<file path="src/rtl/muldiv_unit_pkg.sv">
// Shared RV32M multiply/divide types and helpers used by the EX stage, decoder and hazard unit.
// Helpers work on zero-extended 64-bit values with an explicit width, so any XLEN up to 64 can reuse them.
package muldiv_unit_pkg;

    localparam int MULDIV_XLEN  = 32;
    localparam int MULDIV_TAG_W = 5;

    typedef enum logic [2:0] {
        MUL    = 3'd0,
        MULH   = 3'd1,
        MULHSU = 3'd2,
        MULHU  = 3'd3,
        DIV    = 3'd4,
        DIVU   = 3'd5,
        REM    = 3'd6,
        REMU   = 3'd7
    } muldiv_op_type;

    typedef enum logic [1:0] {
        IDLE = 2'd0,
        CALC = 2'd1,
        DONE = 2'd2
    } muldiv_state_type;

    typedef struct packed {
        muldiv_op_type             op;
        logic [MULDIV_XLEN-1:0]    rs1;
        logic [MULDIV_XLEN-1:0]    rs2;
        logic [MULDIV_TAG_W-1:0]   rd_tag;
    } muldiv_req_type;

    function automatic logic [63:0] width_mask(input int unsigned w);
        if (w >= 32'd64) begin
            return {64{1'b1}};
        end else begin
            return (64'd1 << w) - 64'd1;
        end
    endfunction

    // Magnitude of a w-bit value when it is treated as signed, the value itself otherwise.
    function automatic logic [63:0] abs_if_signed(input logic [63:0] x, input int unsigned w,
                                                  input logic sgn);
        logic [63:0] m;
        logic        msb;
        m   = width_mask(w);
        msb = (x & (64'd1 << (w - 32'd1))) != 64'd0;
        if (sgn && msb) begin
            return (~x + 64'd1) & m;
        end else begin
            return x & m;
        end
    endfunction

    // Divide by zero, or signed most-negative / -1 overflow.
    function automatic logic is_div_special(input muldiv_op_type op, input logic [63:0] a,
                                            input logic [63:0] b, input int unsigned w);
        logic [63:0] m;
        logic [63:0] min_v;
        logic        sdiv;
        m     = width_mask(w);
        min_v = 64'd1 << (w - 32'd1);
        sdiv  = (op == DIV) || (op == REM);
        return op[2] && (((b & m) == 64'd0) ||
                         (sdiv && ((a & m) == min_v) && ((b & m) == m)));
    endfunction

endpackage

</file>
<file path="src/rtl/muldiv_unit_if.sv">
// Request/result handshake between the EX stage and the iterative multiply/divide unit.
interface muldiv_unit_if #(
    parameter int XLEN  = muldiv_unit_pkg::MULDIV_XLEN,
    parameter int TAG_W = muldiv_unit_pkg::MULDIV_TAG_W
);
    logic                          flush;
    logic                          in_valid;
    logic                          in_ready;
    muldiv_unit_pkg::muldiv_op_type op;
    logic [XLEN-1:0]               rs1;
    logic [XLEN-1:0]               rs2;
    logic [TAG_W-1:0]              rd_tag;
    logic                          out_valid;
    logic                          out_ready;
    logic [XLEN-1:0]               result;
    logic [TAG_W-1:0]              out_tag;
    logic                          busy;

    modport master (
        output flush, in_valid, op, rs1, rs2, rd_tag, out_ready,
        input  in_ready, out_valid, result, out_tag, busy
    );

    modport slave (
        input  flush, in_valid, op, rs1, rs2, rd_tag, out_ready,
        output in_ready, out_valid, result, out_tag, busy
    );
endinterface

</file>
<file path="src/rtl/muldiv_unit.sv">
// Iterative RV32M multiply/divide unit: one radix-2 shift-add / restoring-subtract step per cycle.
// Optional MULDIV_EARLY_OUT_EN retires divide-by-zero, DIV overflow and zero-operand multiplies in one step.
module muldiv_unit #(
    parameter int XLEN  = muldiv_unit_pkg::MULDIV_XLEN,
    parameter int TAG_W = muldiv_unit_pkg::MULDIV_TAG_W
) (
    input  logic            clk,
    input  logic            reset_n,
    muldiv_unit_if.slave    bus
);
    import muldiv_unit_pkg::*;

    localparam int             CNT_W    = $clog2(XLEN);
    localparam logic [CNT_W-1:0] ZERO_CNT = {CNT_W{1'b0}};
    localparam logic [CNT_W-1:0] ONE_CNT  = {{(CNT_W-1){1'b0}}, 1'b1};
    localparam logic [CNT_W-1:0] LAST_CNT = CNT_W'(XLEN - 1);

    muldiv_state_type   state_r, state_s;
    muldiv_op_type      op_r;
    logic [XLEN-1:0]    acc_r, mq_r, opb_r, result_r;
    logic [TAG_W-1:0]   tag_r;
    logic [CNT_W-1:0]   count_r;
    logic               neg_r, special_r;
    logic               out_valid_r, in_ready_r, busy_r;

    logic               accept_s, last_s, s1_s, s2_s, neg_in_s, early_hit_s;
    logic [XLEN-1:0]    abs1_s, abs2_s, special_s, acc_n_s, mq_n_s, final_s;
    logic [XLEN:0]      mul_sum_s, div_shift_s, div_diff_s;
    logic [2*XLEN-1:0]  prod_s;

    assign accept_s = bus.in_valid && (state_r == IDLE) && !bus.flush;
    assign last_s   = (count_r == LAST_CNT);

    // Operand magnitudes and the sign to re-apply once the unsigned core finishes.
    always_comb begin
        s1_s   = bus.op inside {MUL, MULH, MULHSU, DIV, REM};
        s2_s   = bus.op inside {MUL, MULH, DIV, REM};
        abs1_s = XLEN'(abs_if_signed(64'(bus.rs1), XLEN, s1_s));
        abs2_s = XLEN'(abs_if_signed(64'(bus.rs2), XLEN, s2_s));
        case (bus.op)
            MUL, MULH: neg_in_s = bus.rs1[XLEN-1] ^ bus.rs2[XLEN-1];
            MULHSU:    neg_in_s = bus.rs1[XLEN-1];
            // A zero divisor must leave the all-ones quotient unnegated.
            DIV:       neg_in_s = (bus.rs1[XLEN-1] ^ bus.rs2[XLEN-1]) && (bus.rs2 != {XLEN{1'b0}});
            REM:       neg_in_s = bus.rs1[XLEN-1];
            default:   neg_in_s = 1'b0;
        endcase
    end

`ifdef MULDIV_EARLY_OUT_EN
    // Special-case detection and its architectural result at acceptance.
    always_comb begin
        early_hit_s = is_div_special(bus.op, 64'(bus.rs1), 64'(bus.rs2), XLEN) ||
                      (!bus.op[2] && ((bus.rs1 == {XLEN{1'b0}}) || (bus.rs2 == {XLEN{1'b0}})));
        case (bus.op)
            DIV, DIVU: special_s = (bus.rs2 == {XLEN{1'b0}}) ? {XLEN{1'b1}} : bus.rs1;
            REM, REMU: special_s = (bus.rs2 == {XLEN{1'b0}}) ? bus.rs1 : {XLEN{1'b0}};
            default:   special_s = {XLEN{1'b0}};
        endcase
    end
`else
    // Without early-out every op runs the full iteration; the core already yields the special values.
    always_comb begin
        early_hit_s = 1'b0;
        special_s   = {XLEN{1'b0}};
    end
`endif

    // One datapath step plus the sign-corrected result used on the final step.
    always_comb begin
        mul_sum_s   = {1'b0, acc_r} + (mq_r[0] ? {1'b0, opb_r} : {(XLEN+1){1'b0}});
        div_shift_s = {acc_r, mq_r[XLEN-1]};
        div_diff_s  = div_shift_s - {1'b0, opb_r};
        if (!op_r[2]) begin
            acc_n_s = mul_sum_s[XLEN:1];
            mq_n_s  = {mul_sum_s[0], mq_r[XLEN-1:1]};
        end else begin
            acc_n_s = div_diff_s[XLEN] ? div_shift_s[XLEN-1:0] : div_diff_s[XLEN-1:0];
            mq_n_s  = {mq_r[XLEN-2:0], ~div_diff_s[XLEN]};
        end
        prod_s = neg_r ? -{acc_n_s, mq_n_s} : {acc_n_s, mq_n_s};
        case (op_r)
            MUL:                 final_s = prod_s[XLEN-1:0];
            MULH, MULHSU, MULHU: final_s = prod_s[2*XLEN-1:XLEN];
            DIV, DIVU:           final_s = neg_r ? -mq_n_s : mq_n_s;
            REM, REMU:           final_s = neg_r ? -acc_n_s : acc_n_s;
            default:             final_s = {XLEN{1'b0}};
        endcase
    end

    // Next-state logic; flush overrides everything.
    always_comb begin
        state_s = state_r;
        if (bus.flush) begin
            state_s = IDLE;
        end else begin
            case (state_r)
                IDLE:    state_s = accept_s ? CALC : IDLE;
                CALC:    state_s = last_s ? DONE : CALC;
                DONE:    state_s = bus.out_ready ? IDLE : DONE;
                default: state_s = IDLE;
            endcase
        end
    end

    // State register.
    always_ff @(posedge clk or negedge reset_n) begin
        if (!reset_n) begin
            state_r <= IDLE;
        end else begin
            state_r <= state_s;
        end
    end

    // Operand latch, iteration and result capture; early-out hits retire on the first CALC edge.
    always_ff @(posedge clk or negedge reset_n) begin
        if (!reset_n) begin
            op_r      <= MUL;
            tag_r     <= {TAG_W{1'b0}};
            neg_r     <= 1'b0;
            special_r <= 1'b0;
            acc_r     <= {XLEN{1'b0}};
            mq_r      <= {XLEN{1'b0}};
            opb_r     <= {XLEN{1'b0}};
            result_r  <= {XLEN{1'b0}};
            count_r   <= ZERO_CNT;
        end else if (bus.flush) begin
            count_r   <= ZERO_CNT;
            special_r <= 1'b0;
        end else if (accept_s) begin
            op_r      <= bus.op;
            tag_r     <= bus.rd_tag;
            neg_r     <= neg_in_s;
            special_r <= early_hit_s;
            acc_r     <= {XLEN{1'b0}};
            count_r   <= early_hit_s ? LAST_CNT : ZERO_CNT;
            if (bus.op[2]) begin
                mq_r  <= abs1_s;
                opb_r <= abs2_s;
            end else begin
                mq_r  <= abs2_s;
                opb_r <= abs1_s;
            end
            if (early_hit_s) begin
                result_r <= special_s;
            end
        end else if (state_r == CALC) begin
            acc_r <= acc_n_s;
            mq_r  <= mq_n_s;
            if (last_s) begin
                count_r <= ZERO_CNT;
                if (!special_r) begin
                    result_r <= final_s;
                end
            end else begin
                count_r <= count_r + ONE_CNT;
            end
        end
    end

    // Handshake outputs registered from the next state.
    always_ff @(posedge clk or negedge reset_n) begin
        if (!reset_n) begin
            out_valid_r <= 1'b0;
            in_ready_r  <= 1'b1;
            busy_r      <= 1'b0;
        end else begin
            out_valid_r <= (state_s == DONE);
            in_ready_r  <= (state_s == IDLE);
            busy_r      <= (state_s != IDLE);
        end
    end

    assign bus.in_ready  = in_ready_r;
    assign bus.out_valid = out_valid_r;
    assign bus.busy      = busy_r;
    assign bus.result    = result_r;
    assign bus.out_tag   = tag_r;

endmodule

</file>
<file path="src/flat_wrapper.sv">
// flat-port wrapper written by rule: the top's interface ports become plain ports
module muldiv_unit_flat import muldiv_unit_pkg::*;
#(
    parameter int XLEN  = muldiv_unit_pkg::MULDIV_XLEN,
    parameter int TAG_W = muldiv_unit_pkg::MULDIV_TAG_W
)
  (clk, reset_n, bus_flush, bus_in_valid, bus_op, bus_rs1, bus_rs2, bus_rd_tag, bus_out_ready, bus_in_ready, bus_out_valid, bus_result, bus_out_tag, bus_busy);
  muldiv_unit_if #(.XLEN(XLEN), .TAG_W(TAG_W)) bus_i ();
  input  logic clk;
  input  logic reset_n;
  input wire logic [$bits(bus_i.flush)-1:0] bus_flush;
  input wire logic [$bits(bus_i.in_valid)-1:0] bus_in_valid;
  input wire logic [$bits(bus_i.op)-1:0] bus_op;
  input wire logic [$bits(bus_i.rs1)-1:0] bus_rs1;
  input wire logic [$bits(bus_i.rs2)-1:0] bus_rs2;
  input wire logic [$bits(bus_i.rd_tag)-1:0] bus_rd_tag;
  input wire logic [$bits(bus_i.out_ready)-1:0] bus_out_ready;
  output wire logic [$bits(bus_i.in_ready)-1:0] bus_in_ready;
  output wire logic [$bits(bus_i.out_valid)-1:0] bus_out_valid;
  output wire logic [$bits(bus_i.result)-1:0] bus_result;
  output wire logic [$bits(bus_i.out_tag)-1:0] bus_out_tag;
  output wire logic [$bits(bus_i.busy)-1:0] bus_busy;
  assign bus_i.flush = bus_flush;
  assign bus_i.in_valid = bus_in_valid;
  assign bus_i.op = bus_op;
  assign bus_i.rs1 = bus_rs1;
  assign bus_i.rs2 = bus_rs2;
  assign bus_i.rd_tag = bus_rd_tag;
  assign bus_i.out_ready = bus_out_ready;
  assign bus_in_ready = bus_i.in_ready;
  assign bus_out_valid = bus_i.out_valid;
  assign bus_result = bus_i.result;
  assign bus_out_tag = bus_i.out_tag;
  assign bus_busy = bus_i.busy;
  muldiv_unit #(.XLEN(XLEN), .TAG_W(TAG_W)) u_core (.clk(clk), .reset_n(reset_n), .bus(bus_i));
endmodule
</file>
<file path="config.mk">
export PLATFORM = sky130hd
export DESIGN_NAME = muldiv_unit_flat
export DESIGN_NICKNAME = d
export VERILOG_FILES = /design/src/rtl/muldiv_unit_pkg.sv /design/src/rtl/muldiv_unit_if.sv /design/src/rtl/muldiv_unit.sv /design/src/flat_wrapper.sv
export SDC_FILE = /design/constraint.sdc
export NUM_CORES = 1
export LEC_CHECK = 0
export CORE_ASPECT_RATIO = 0.9
export CORE_MARGIN = 10
export CORE_UTILIZATION = 60
export DETAILED_ROUTE_END_ITERATION = 10
export PLACE_DENSITY = 0.82
export REMOVE_ABC_BUFFERS = 1
export SETUP_SLACK_MARGIN = 0.2
export SLEW_MARGIN = 10
export SYNTH_ARGS = -nofsm -noshare
export SYNTH_HDL_FRONTEND = slang
export SYNTH_SLANG_ARGS = --single-unit
export TNS_END_PERCENT = 10
</file>
<file path="constraint.sdc">
create_clock -name clk -period 13.05 [get_ports clk]
set_input_delay 2.61 -clock clk [delete_from_list [all_inputs] [get_ports clk]]
set_output_delay 2.61 -clock clk [all_outputs]
set_load 0.02 [all_outputs]
</file>
# Yosys cells after proc, flatten, opt, wreduce, memory -nomap -nowiden
# Index checks and enable logic that the tools add are counted.
# totals
reg_bits	148
input_bits	77
out_inout_bits	40
# op_classes
add_sub_neg	8
n_eq_ne	15
muxes	28
bitwise_logic	7
reduce_logical	25
# op_table
operator	n
$mux 32	14
$pmux 32 s4	1
$add 32x1->32 const B	2
$mux 64	1
$neg 32->32	2
$neg 64->64	1
$not 32->32	2
$add 32x33->33	1
$sub 33x32->33	1
$reduce_bool 32->1	1
$mux 5	4
$eq 3x3->1 const B	6
$eq 3x2->1 const B	3
$reduce_or 2->1	4
$eq 3x1->1 const B	2
$logic_not 3->1	2
$mux 2	3
$pmux 2 s3	1
$reduce_bool 2->1	3
$add 5x1->5 const B	1
$eq 5x5->1 const B	1
$logic_and 1x1->1	5
$reduce_and 5->1	1
$reduce_bool 5->1	1
12 further kinds	20

# Logic depth before layout (Yosys ltp)
# depth
word_depth	7
mapped_depth	24

# Worst setup path before layout
# Ideal clock, no wire load.
# synth_timing
path_type	input to register
start	input bus_rs2[10]
end	register u_core.mq_r[28]
arrival_ps	5266
t_required_ps	12917
path_slack_ps	7651
cell_stages	13
n_path_buf	0
cell_sequence	or4_1 or3_1 or3_1 or2_2 or3_1 nor4_1 and2_1 nor2_1 xor2_1 nor2_1 a21oi_1 o21ai_0 o21ai_0
# synth_between
elab_chain_cells	5
# synth_lines
item	line	rtl
from (decl)	flat_wrapper.sv:15	input wire logic [$bits(bus_i.rs2)-1:0] bus_rs2;
$not 32->32	muldiv_unit_pkg.sv:48	return (~x + 64'd1) & m;
$add 32x1->32	muldiv_unit_pkg.sv:48	
$mux 32	muldiv_unit_pkg.sv:47	if (sgn && msb) begin
$mux 32	muldiv_unit.sv:137	if (bus.op[2]) begin
$mux 32	muldiv_unit.sv:130	end else if (accept_s) begin
to (signal assigned)	muldiv_unit.sv:138	mq_r <= abs1_s;
to (signal assigned)	muldiv_unit.sv:141	mq_r <= abs2_s;
to (signal assigned)	muldiv_unit.sv:149	mq_r <= mq_n_s;
to (decl)	muldiv_unit.sv:20	logic [XLEN-1:0] acc_r, mq_r, opb_r, result_r;
# No other way between the ends.
# A chain may end at the register's enable or synchronous reset.

# Worst setup path in the final report
# layout_timing
start	register u_core.acc_r[24]
end	register u_core.result_r[20], in the netlist u_core.bus.result[20]
# layout_between
elab_chain_cells	6
word_cells_on_any_way	12
# layout_lines
item	line	rtl
from (decl)	muldiv_unit.sv:20	
from (signal assigned)	muldiv_unit.sv:122	acc_r <= {XLEN{1'b0}};
from (signal assigned)	muldiv_unit.sv:135	acc_r <= {XLEN{1'b0}};
from (signal assigned)	muldiv_unit.sv:148	acc_r <= acc_n_s;
$sub 33x32->33 *	muldiv_unit.sv:73	div_diff_s = div_shift_s - {1'b0, opb_r};
$mux 32 / $not 1->1 (equally long branches)	muldiv_unit.sv:78, muldiv_unit.sv:79	
$mux 32	muldiv_unit.sv:74	if (!op_r[2]) begin
$neg 64->64 (tied with other cells)	muldiv_unit.sv:81	prod_s = neg_r ? -{acc_n_s, mq_n_s} : {acc_n_s, mq_n_s};
$mux 64 (tied with other cells)	muldiv_unit.sv:81	
$pmux 32 s4 *	muldiv_unit.sv:82	case (op_r)
to (signal assigned)	muldiv_unit.sv:125	result_r <= {XLEN{1'b0}};
to (signal assigned)	muldiv_unit.sv:145	result_r <= special_s;
to (signal assigned)	muldiv_unit.sv:153	result_r <= final_s;
to (decl)	muldiv_unit.sv:20	
# Every way passes the cells marked *; elsewhere a longest branch is shown, timed or not.

==> metrics.txt <==
diode count=0; Critical Path RT=approximately 13 ns; Worst-path clk slew=approximately 0.07 ns; height of the chip=173 um; Register Area=~3700 sq um; DRC viols=1; final critical-path share of the clock period=~50%; clock buffer depth=2; EDFF count, synth=0; post-cts sizing count=0; Mapped Cells=between 2000 and 2500; largest cells by area after synthesis=dfrtp_1, o21ai_0, nand2_1; DP Worst Slack=between 6 and 7 ns; Worst EP arrival=between 6 and 7 ns; status=finished with violations; Synth area leader=dfrtp_1; DR vias/cell=6.97; Ys Warns=0; vias=between 15000 and 20000; Avg Cell Area, Syn=between 7 and 8 sq um; hold slack=0.482 ns; # hold bufs at CTS=0; critical path peak fanout=16; worst hold path class=register to register; final wirelength=59.3 mm; Hold Violations, Final=0; failing checks=design-rule violations; Max H-tree Level=4; count leader, synth=nand2_1; Final WS setup=~6.6 ns; initial antenna violation count=0; post-DP HPWL=between 40 and 50 mm; asr flop ratio synth=100%; worst-skew pair later-pin latency=between 0.4 and 0.5 ns; # fillers=between 2000 and 2500; setup bufs post-CTS=0; Final nets=between 2000 and 2500; WL/cell=between 20 and 25 um; GR Overflow Total=0; RSZ-0062 raised after global routing=false; CTS Buf Count=17; Final Setup Violations=0; Setup CP Type=register to register; setup TNS=0 ns; Leak=about 7.2 nW; CTS tree=built; ANT nets after route=0; Worst path max stage delay=0.72 ns; PD cells=about 210 nW/um^2; # rows=55; routability congestion estimate from global placement=between 1 and 1.5; multi-input logic area=around 11000 sq um; crit start category=register; Core ar.=approximately 25000 sq um; FMAX=155 MHz; vias in the first global route=approximately 16000; Synth Register Bits=147; first-pass iteration count of the detailed router=10; ratio of cells with drive above 1 in the final layout=5.44%; first-pass GRT wire length=~91 mm; synth cell count leaders=nand2_1, o21ai_0, a21oi_1; Worst VDD drop=~0.00013 V; Synth-to-Final Area Change=12.3%; Final Max Slew Viols=0; CTS root buffer=clkbuf_16; Max Cap Viol=0; largest net degree at the start of global routing=approximately 100; 1st-iter DRT viols=slightly below 3000; initial core utilization=61.3%; most common flop cell mapped by yosys=dfrtp_1; Yosys cell types=92; Rel. slew slack=between 10% and 20%; die area=about 33000 sq um; worst-path cell chain=ha_1 -> nand4_1 -> nor4_1 -> o211ai_1 -> a21oi_2 -> nor2_1 -> a21oi_1 -> ha_1 -> o21ai_0 -> nand2b_1 -> or3_1 -> or2_2 -> or3_1 -> o41ai_1 -> xnor2_1 -> a222oi_1 -> o21ai_1; number of I/O pins=between 100 and 150; Worst Max-Slew Pin Slew=between 1 and 1.5 ns; Final Skew=roughly 0.017 ns; post-synth top area share=a little under a quarter; Post-Syn Area=15500 sq um; CP Capture Type=register; sequential share of the synthesized area=23.7%; Die Width=roughly 190 um; Sink Count=approximately 150; CP max-delay cell=nor4_1; GR Util All Layers=34.4%; Min Clock Period, post-route=between 6 and 7 ns; number of port buffers=116
-- per-layer routing --
| layer | track usage (%) | vias to the layer above | share of wire, % | routed length (um) |
|---|---|---|---|---|
| met5 | 0 | - | 0 | 0 |
| met4 | 15.8 | 0 | 4.8 | 2870 |
| met3 | 9.05 | 167 | 13 | 7740 |
| met2 | 48.5 | 1273 | 42 | 24600 |
| met1 | 47.7 | 8214 | 41 | 24100 |
| li1 | - | 7841 | - | - |
-- through the flow --
stage	cell area, sq um	power, mW	cells	utilization [%]
final	17400	3.74	2511	68.8
after global routing	17400	3.94	2511	68.8
after CTS	17400	3.63	2511	68.8
after detailed placement	16800	3.07	2479	66.3
after global placement	16800	3.04	2479	66.3
after floorplan	15000	2.34	1999	-
-- registers in the layout, indices dropped and copies added (netlist names) --
| signal | flops |
|---|---|
| u_core.bus.in_ready | 1 |
| u_core.count_r | 5 |
| u_core.bus.out_valid | 1 |
| u_core.neg_r | 1 |
| u_core.mq_r | 32 |
| u_core.opb_r | 32 |
| u_core.acc_r | 32 |
| u_core.bus.out_tag | 5 |
| u_core.bus.result | 32 |
| u_core.state_r | 2 |
| u_core.op_r | 3 |
| u_core.bus.busy | 1 |
-- worst paths after layout --
kind,startpoint,to,slack [ns],depth (start not counted)
min,u_core.bus.result[16],u_core.bus.result[16],0.48,2
max,u_core.acc_r[24],u_core.bus.result[20],6.58,17
max reg2reg,u_core.acc_r[24],u_core.bus.result[20],6.58,17
min in group asynchronous,reset_n,u_core.acc_r[25],2.20,1
min reg2reg,u_core.bus.result[16],u_core.bus.result[16],0.48,2
max in group asynchronous,reset_n,u_core.op_r[2],9.21,2
-- final cells by class --
| class | count | share of cell area (%) |
|---|---|---|
| timing repair buffer | 138 | 7.61 |
| inverter | 77 | 1.66 |
| clock buffer | 18 | 2.52 |
| tap | 342 | 2.46 |
| clock inverter | 14 | 1.08 |
| sequential | 147 | 21.2 |
| multi-input combinational | 1775 | 63.5 |
-- where the power goes --
part	switching [mW]	internal [mW]	leakage [nW]	total, mW
Sequential	0.140	0.555	1.83	0.694
Combinational	1.63	0.866	5.10	2.49
Clock	0.240	0.313	0.303	0.553
Total	2.01	1.73	7.24	3.74
-- critical path: cells and delay by family, from the launching register on --
kind	cells	cell delay (ns)
AND/OR/NAND/NOR	7	2.55
AO/OA/AOI/OAI	7	2.50
adder cells (fa/ha/maj)	2	0.69
flip-flops	1	0.44
XOR/XNOR	1	0.12
-- cells by family (layout without fill, tap and decap cells) --
| kind of cell | count (synthesis) | after routing | share of synthesized area, % |
|---|---|---|---|
| and+or+nand+nor | 774 | 774 | 23.6 |
| AOI/OAI and AO/OA | 736 | 736 | 30.2 |
| buffers and inverters | 204 | 247 | 5.16 |
| DFF | 147 | 147 | 23.7 |
| xor gates and xnor gates | 143 | 143 | 8.07 |
| adders and majority gates | 71 | 71 | 5.82 |
| muxes | 51 | 51 | 3.36 |
-- placed cells by master (no fill, tap or decap), types with 17 or more instances in the layout --
cell	synthesis	final
and2_1	44	44
xor2_1	65	65
nor2b_1	17	17
ha_1	69	69
clkbuf_16	0	17
clkdlybuf4s50_1	0	114
or3_1	33	33
buf_4	0	23
dfrtp_1	146	144
mux2i_1	42	42
a31oi_1	32	32
nand3_1	41	41
nor2_1	179	178
and3_1	17	17
xnor2_1	78	78
a22o_1	21	21
o21ai_0	230	230
a21oi_1	180	179
o31ai_1	27	27
inv_1	75	75
or2_2	17	17
nand2_1	278	278
nor3_1	50	49
nor4_1	25	25
nand4_1	23	23
a21o_1	32	32
o211ai_1	32	32
Power figures use the tool's default switching activity.
